<file path="src/rtl/sd_spi_responder.sv">
// sd_spi_responder
//   Card side of an SPI-mode SD link. Decodes 6-byte command frames from the
//   host and answers on spi_miso. CMD17 single-block reads are served from an
//   external synchronous byte memory.
//
// Ports
//   clk, reset         system clock, asynchronous active-high reset
//   spi_ss/sck/mosi    host SPI pins (mode 0, asynchronous to clk)
//   spi_miso           card-to-host data
//   mem_blk, mem_idx   block address / byte index presented to the memory
//   mem_din            memory data, valid 1 clk after mem_blk/mem_idx change
//   cmd_valid          one-cycle pulse per completed frame; cmd_index and
//                      cmd_arg are updated on the same cycle and hold until
//                      the next frame (no ready: the consumer must sample it)
//   busy               FSM is outside S_IDLE
//   card_idle          R1 in-idle-state bit
module sd_spi_responder #(
  parameter int NCR_BYTES  = 1,
  parameter int INIT_POLLS = 2,
  parameter int TOKEN_GAP  = 2
) (
  input  logic        clk,
  input  logic        reset,
  input  logic        spi_ss,
  input  logic        spi_sck,
  input  logic        spi_mosi,
  output logic        spi_miso,
  output logic [31:0] mem_blk,
  output logic [8:0]  mem_idx,
  input  logic [7:0]  mem_din,
  output logic        cmd_valid,
  output logic [5:0]  cmd_index,
  output logic [31:0] cmd_arg,
  output logic        busy,
  output logic        card_idle
);

  localparam logic [9:0] NCR_LAST = 10'(NCR_BYTES - 1);
  localparam logic [9:0] GAP_LAST = (TOKEN_GAP > 0) ? 10'(TOKEN_GAP - 1) : 10'd0;
  localparam logic [7:0] POLLS_N  = 8'(INIT_POLLS);

  typedef enum logic [2:0] {
    S_IDLE, S_CMD, S_NCR, S_RESP, S_GAP, S_TOKEN, S_DATA, S_CRC
  } state_t;

  state_t      state_q, state_d;
  logic [2:0]  sck_q;          // [0],[1] synchronizer, [2] previous value for edges
  logic [1:0]  mosi_q, ss_q;
  logic [2:0]  bit_cnt_q;
  logic [6:0]  rx_shift_q;
  logic [7:0]  tx_shift_q, tx_byte;
  logic [9:0]  cnt_q;
  logic [5:0]  idx_q, cmd_index_q;
  logic [31:0] arg_sh_q, cmd_arg_q, mem_blk_q;
  logic [8:0]  mem_idx_q;
  logic [7:0]  data_q, polls_q, r1;
  logic        cmd_valid_q, card_idle_q, app_q, illegal_q, resp_long_q, data_go_q;
  logic        rise_ev, fall_ev, ss_hi, byte_done, frame_end;
  logic [7:0]  rx_byte;
  logic [9:0]  resp_last;

  assign rise_ev   = sck_q[1] & ~sck_q[2];
  assign fall_ev   = ~sck_q[1] & sck_q[2];
  assign ss_hi     = ss_q[1];
  assign rx_byte   = {rx_shift_q, mosi_q[1]};
  assign byte_done = rise_ev & ~ss_hi & (bit_cnt_q == 3'd7);
  assign frame_end = byte_done & (state_q == S_CMD) & (cnt_q == 10'd4);
  assign resp_last = resp_long_q ? 10'd4 : 10'd0;
  assign r1        = {5'b00000, illegal_q, 1'b0, card_idle_q};

  assign spi_miso  = tx_shift_q[7];
  assign mem_blk   = mem_blk_q;
  assign mem_idx   = mem_idx_q;
  assign cmd_valid = cmd_valid_q;
  assign cmd_index = cmd_index_q;
  assign cmd_arg   = cmd_arg_q;
  assign card_idle = card_idle_q;

  always_ff @(posedge clk or posedge reset) begin
    if (reset) begin
      sck_q  <= 3'b000;
      mosi_q <= 2'b00;
      ss_q   <= 2'b11;
    end else begin
      sck_q  <= {sck_q[1:0], spi_sck};
      mosi_q <= {mosi_q[0], spi_mosi};
      ss_q   <= {ss_q[0], spi_ss};
    end
  end

  // Bit engine: sample on rise, load a new TX byte on the first fall of a byte
  // (bit_cnt==0), shift on every other fall. Deselect parks MISO high.
  always_ff @(posedge clk or posedge reset) begin
    if (reset) begin
      bit_cnt_q  <= 3'd0;
      rx_shift_q <= 7'd0;
      tx_shift_q <= 8'hFF;
    end else if (ss_hi) begin
      bit_cnt_q  <= 3'd0;
      tx_shift_q <= 8'hFF;
    end else begin
      if (rise_ev) begin
        bit_cnt_q  <= bit_cnt_q + 3'd1;
        rx_shift_q <= {rx_shift_q[5:0], mosi_q[1]};
      end
      if (fall_ev) begin
        if (bit_cnt_q == 3'd0) tx_shift_q <= tx_byte;
        else                   tx_shift_q <= {tx_shift_q[6:0], 1'b1};
      end
    end
  end

  // FSM: state register
  always_ff @(posedge clk or posedge reset) begin
    if (reset) state_q <= S_IDLE;
    else       state_q <= state_d;
  end

  // FSM: next state. Every transition happens on a byte boundary; cnt_q counts
  // completed bytes within the current state.
  always_comb begin
    state_d = state_q;
    if (ss_hi) begin
      state_d = S_IDLE;
    end else if (byte_done) begin
      case (state_q)
        S_IDLE:  if (rx_byte[7:6] == 2'b01) state_d = S_CMD;
        S_CMD:   if (cnt_q == 10'd4) state_d = S_NCR;
        S_NCR:   if (cnt_q == NCR_LAST) state_d = S_RESP;
        S_RESP:  if (cnt_q == resp_last) begin
                   if (!data_go_q)          state_d = S_IDLE;
                   else if (TOKEN_GAP == 0) state_d = S_TOKEN;
                   else                     state_d = S_GAP;
                 end
        S_GAP:   if (cnt_q == GAP_LAST) state_d = S_TOKEN;
        S_TOKEN: state_d = S_DATA;
        S_DATA:  if (cnt_q == 10'd511) state_d = S_CRC;
        S_CRC:   if (cnt_q == 10'd1) state_d = S_IDLE;
        default: state_d = S_IDLE;
      endcase
    end
  end

  // FSM: outputs (next TX byte and busy)
  always_comb begin
    tx_byte = 8'hFF;
    busy    = (state_q != S_IDLE);
    case (state_q)
      S_RESP: begin
        if (cnt_q == 10'd0) begin
          tx_byte = r1;
        end else if (cmd_index_q == 6'd8) begin
          case (cnt_q[2:0])
            3'd3:    tx_byte = {4'h0, cmd_arg_q[11:8]};
            3'd4:    tx_byte = cmd_arg_q[7:0];
            default: tx_byte = 8'h00;
          endcase
        end else begin
          case (cnt_q[2:0])
            3'd1:    tx_byte = 8'hC0;
            3'd2:    tx_byte = 8'hFF;
            3'd3:    tx_byte = 8'h80;
            default: tx_byte = 8'h00;
          endcase
        end
      end
      S_TOKEN: tx_byte = 8'hFE;
      S_DATA:  tx_byte = data_q;
      default: tx_byte = 8'hFF;
    endcase
  end

  always_ff @(posedge clk or posedge reset) begin
    if (reset)                  cnt_q <= 10'd0;
    else if (state_d != state_q) cnt_q <= 10'd0;
    else if (byte_done)          cnt_q <= cnt_q + 10'd1;
  end

  // Command capture, card state and memory addressing
  always_ff @(posedge clk or posedge reset) begin
    if (reset) begin
      idx_q       <= 6'd0;
      arg_sh_q    <= 32'd0;
      cmd_index_q <= 6'd0;
      cmd_arg_q   <= 32'd0;
      cmd_valid_q <= 1'b0;
      card_idle_q <= 1'b1;
      app_q       <= 1'b0;
      illegal_q   <= 1'b0;
      resp_long_q <= 1'b0;
      data_go_q   <= 1'b0;
      polls_q     <= 8'd0;
      mem_blk_q   <= 32'd0;
      mem_idx_q   <= 9'd0;
      data_q      <= 8'd0;
    end else begin
      cmd_valid_q <= frame_end;
      data_q      <= mem_din;
      if (byte_done && state_q == S_IDLE && rx_byte[7:6] == 2'b01)
        idx_q <= rx_byte[5:0];
      if (byte_done && state_q == S_CMD && cnt_q < 10'd4)
        arg_sh_q <= {arg_sh_q[23:0], rx_byte};
      // mem_idx always points at the byte to be loaded at the next boundary
      if (byte_done && state_q == S_DATA)
        mem_idx_q <= mem_idx_q + 9'd1;
      if (frame_end) begin
        cmd_index_q <= idx_q;
        cmd_arg_q   <= arg_sh_q;
        app_q       <= (idx_q == 6'd55);
        illegal_q   <= 1'b0;
        resp_long_q <= 1'b0;
        data_go_q   <= 1'b0;
        case (idx_q)
          6'd0: begin
            card_idle_q <= 1'b1;
            polls_q     <= 8'd0;
          end
          6'd8, 6'd58: resp_long_q <= 1'b1;
          6'd16, 6'd55: ;
          6'd41: begin
            if (app_q) begin
              if (polls_q != 8'hFF) polls_q <= polls_q + 8'd1;
              if (polls_q + 8'd1 >= POLLS_N) card_idle_q <= 1'b0;
            end else begin
              illegal_q <= 1'b1;
            end
          end
          6'd17: begin
            mem_blk_q <= arg_sh_q;
            mem_idx_q <= 9'd0;
            if (card_idle_q) illegal_q <= 1'b1;
            else             data_go_q <= 1'b1;
          end
          default: illegal_q <= 1'b1;
        endcase
      end
    end
  end

endmodule

</file>
<file path="config.mk">
export PLATFORM = sky130hd
export DESIGN_NAME = sd_spi_responder
export DESIGN_NICKNAME = d
export VERILOG_FILES = /design/src/rtl/sd_spi_responder.sv
export SDC_FILE = /design/constraint.sdc
export NUM_CORES = 1
export LEC_CHECK = 0
export BUFFER_PORTS_ARGS = -buffer_cell sky130_fd_sc_hd__buf_4
export CAP_MARGIN = 10
export CORE_MARGIN = 10
export CORE_UTILIZATION = 55
export CTS_BUF_LIST = sky130_fd_sc_hd__clkbuf_4
export CTS_CLUSTER_DIAMETER = 100
export CTS_CLUSTER_SIZE = 8
export DETAILED_ROUTE_END_ITERATION = 10
export GPL_TIMING_DRIVEN = 0
export PLACE_DENSITY = 0.76
export SYNTH_ARGS = -nofsm -noshare
export SYNTH_HDL_FRONTEND = slang
export SYNTH_SLANG_ARGS = --single-unit
</file>
<file path="constraint.sdc">
create_clock -name clk -period 15.1 [get_ports clk]
set_clock_uncertainty 0.05 [all_clocks]
set_input_delay 0 -clock clk [delete_from_list [all_inputs] [get_ports clk]]
set_output_delay 0 -clock clk [all_outputs]
set_load 0.02 [all_outputs]
</file>
==> results.md <==
* Status: completed
* # Max-Cap Violations at 0
* Post-synth top area cell: dfrtp_1
* Synthesized flop and latch total at 177
* Syn_nets at 806
* Netlist Area Pre-Place at 7770 um2
* Fraction of layout cells with a size suffix above 1 at 20.7%
* Synth top area cells: dfrtp_1, nand2_1, mux2_2
* Top-area cell type share of the netlist area at 53.5%
* CP Launch Type: register
* RSZ-0062 raised after global routing: no
* DRC at 0
* Worst-case reg-to-reg path depth at 5
* Hold WC Path Type: in2reg
* Post-synth top flop: dfrtp_1
* GRT overflow at 0
* Drt wl/cell at 17.1 um
* Chip height at 139 um
* Die area at 19300 um2
* IO Pins at 96
* Most common cell in the netlist: nand2_1
* Starting density of the core at 56.0%
* Root buffer cell: clkbuf_4
* Post-CTS sizing at 0
* Setup TNS at 0 ns
* Max Clk Rate at 276 MHz
* Clock slew at reported path FFs at 0.15 ns
* CTS H-Tree Depth at 4
* Post-synth ARST share at 100%
* Via density at 5.51
* DRT iter0 DRCs at 603
* Final instance area at 9200 um2
* Clock sinks at 177
* Post-Route WL at 19100 um
* Total power divided by cell area at 82.5 nW/um2
* Crit path kind: reg2reg
* # nets final at 943
* Worst hold start: mem_din[1]
* DR pass1 iterations at 5
* Post-synth top cells: nand2_1, dfrtp_1, mux2_2, nor2_1, clkbuf_1
* Critical path required time at 15.54 ns
* Critical Path AT at 4.07 ns
* Vias in the first global route at 5932
* Gpl congestion at 0.906
* Part of the cycle the worst path needs at 24.0%
* Critical path peak fanout at 10
* Detail Route Antenna Nets at 0
* Initial antenna violation count at 1
* Worst hold endpoint: data_q[1]
* Ys Warns at 0
* Vias at 6130
* GR Util All Layers at 19.9%
* P_leak at 4.65 nW
* CTS tree: yes
* Cell variety after synth at 55
* Syn_area_per_cell at 9.93 um2
* I/O Buffers at 95
* Core Area at 13900 um2
* Synthesis-to-layout area growth at 18.4%
* Hold depth at 2
* Setup crit end kind: register
* Final min period at 3.63 ns
* Worst r2r src: cnt_q[6]
* Clock Latency Late Sink at 0.60 ns
* Slew Viols, Final at 0
* Global-route wire length before repair at 31300 um
* Relative slew slack at 18.0%
* Clk buf depth at 2
* Hold Vio Cnt, Final at 0
* Cells after Synth at 782
* Least-Margin Pin Slew at 1.22 ns
* Post-synth EDFFs at 0
* Reg2reg end: arg_sh_q[5]
* VDD IR-drop max at 0.0845 mV
* Die Span X at 139 um
* Register area share after synthesis at 57.2%
* Detail Placement HPWL at 13400 um
* Setup-failing EPs final at 0
* Largest net degree at the start of global routing at 106
* Row cnt at 43
* Placed cell area at 8740 um2
* R2R Setup Slk at 11.47 ns
* CTS buffer count at 17
how the worst max path moves through the flow:
stage	from	endpoint	slack, ns	cells past startpoint
2_1_floorplan	reset	app_q	10.27	1
3_3_place_gp	reset	mem_blk[22]	8.36	2
3_5_place_dp	cnt_q[6]	arg_sh_q[5]	11.60	5
4_1_cts	cnt_q[6]	arg_sh_q[5]	11.58	5
5_1_grt	cnt_q[7]	arg_sh_q[27]	11.32	5
6_report	cnt_q[6]	arg_sh_q[5]	11.47	5
cells by family (layout without fill, tap and decap cells):
| group | count (synthesis) | after routing | synth area share (%) |
|---|---|---|---|
| DFF | 177 | 177 | 57.2 |
| other | 0 | 1 | 0 |
| buffers and inverters | 51 | 200 | 2.48 |
| adders and majority gates | 11 | 11 | 1.77 |
| and+or+nand+nor | 387 | 387 | 21.9 |
| xor gates and xnor gates | 18 | 18 | 2.03 |
| AOI/OAI and AO/OA | 90 | 90 | 7.68 |
| muxes | 48 | 48 | 6.93 |
area by class of cell:
class / count / area [um2]
antenna: 1 / 2.50
buffer: 35 / 133
clock buffer: 17 / 128
clock inverter: 14 / 105
fill: 1130 / 4680
inverter: 16 / 67.6
multi-input combinational: 554 / 3130
sequential: 177 / 4440
tap: 180 / 225
timing repair buffer: 118 / 961
cell usage in the layout (no fill, tap or decap), types with 5 or more instances in the layout:
cell type / count
and3_1: 10
nor4_1: 5
nand4_1: 10
nand2_1: 245
ha_1: 11
clkbuf_4: 17
dfrtp_1: 166
o21ai_0: 23
xor2_1: 14
buf_4: 95
inv_1: 15
o31ai_1: 8
nand2b_1: 6
o22ai_1: 9
dlygate4sd3_1: 22
nand3_1: 16
nor3_1: 24
a21oi_1: 20
clkbuf_1: 33
dfstp_2: 11
mux2_2: 46
nor2_1: 39
nor2b_1: 10
worst max-delay path, cell delays in order, from the launching register on:
cell and delay, ns:
dfrtp_1 0.46, nor4_1 0.92, nand3_1 0.21, nor4_1 0.98
clkbuf_1 0.50, mux2_2 0.40
per-layer routing:
metal | share of wire [%] | vias to the layer above | track usage, % | routed length (um)
li1 | - | 2937 | - | -
met1 | 45 | 2992 | 26.9 | 8490
met2 | 47 | 183 | 30.3 | 8980
met3 | 6.9 | 18 | 6.27 | 1320
met4 | 1.4 | 0 | 5.00 | 263
met5 | 0 | - | 0 | 0
per-stage QoR:
stage | setup WS, ns | cells | power, mW | hold slack [ns] | utilization, %
after floorplan | 10.27 | 782 | 0.517 | -0.0455 | -
after global placement | 8.36 | 1057 | 0.527 | 0.0594 | 62.7
after detailed placement | 11.60 | 1058 | 0.529 | 0.0370 | 63.0
after CTS | 11.58 | 1111 | 0.764 | 0.00114 | 66.2
after global routing | 11.32 | 1112 | 0.789 | 0.00305 | 66.3
final | 11.47 | 1112 | 0.759 | 0.0334 | 66.3
what timing repair did:
item                      CTS  global route
setup buffers               0             0
hold endpoints to repair  177             0
hold buffers               22             0
report_power, final:
group / leakage (nW) / internal (mW) / switching [mW]
Combinational: 2.13 / 0.0144 / 0.0167
Clock: 0.123 / 0.0659 / 0.169
Sequential: 2.39 / 0.484 / 0.00835
Total: 4.65 / 0.565 / 0.194
state kept, by name, summed over array words and instances (netlist names), 2 cells and up:
signal / flops
cmd_index: 6
mem_idx: 9
arg_sh_q: 32
bit_cnt_q: 3
polls_q: 8
idx_q: 6
tx_shift_q: 8
mosi_q: 2
rx_shift_q: 7
data_q: 8
state_q: 3
cmd_arg: 32
cnt_q: 10
sck_q: 3
mem_blk: 32
ss_q: 2
Power figures use the tool's default switching activity.
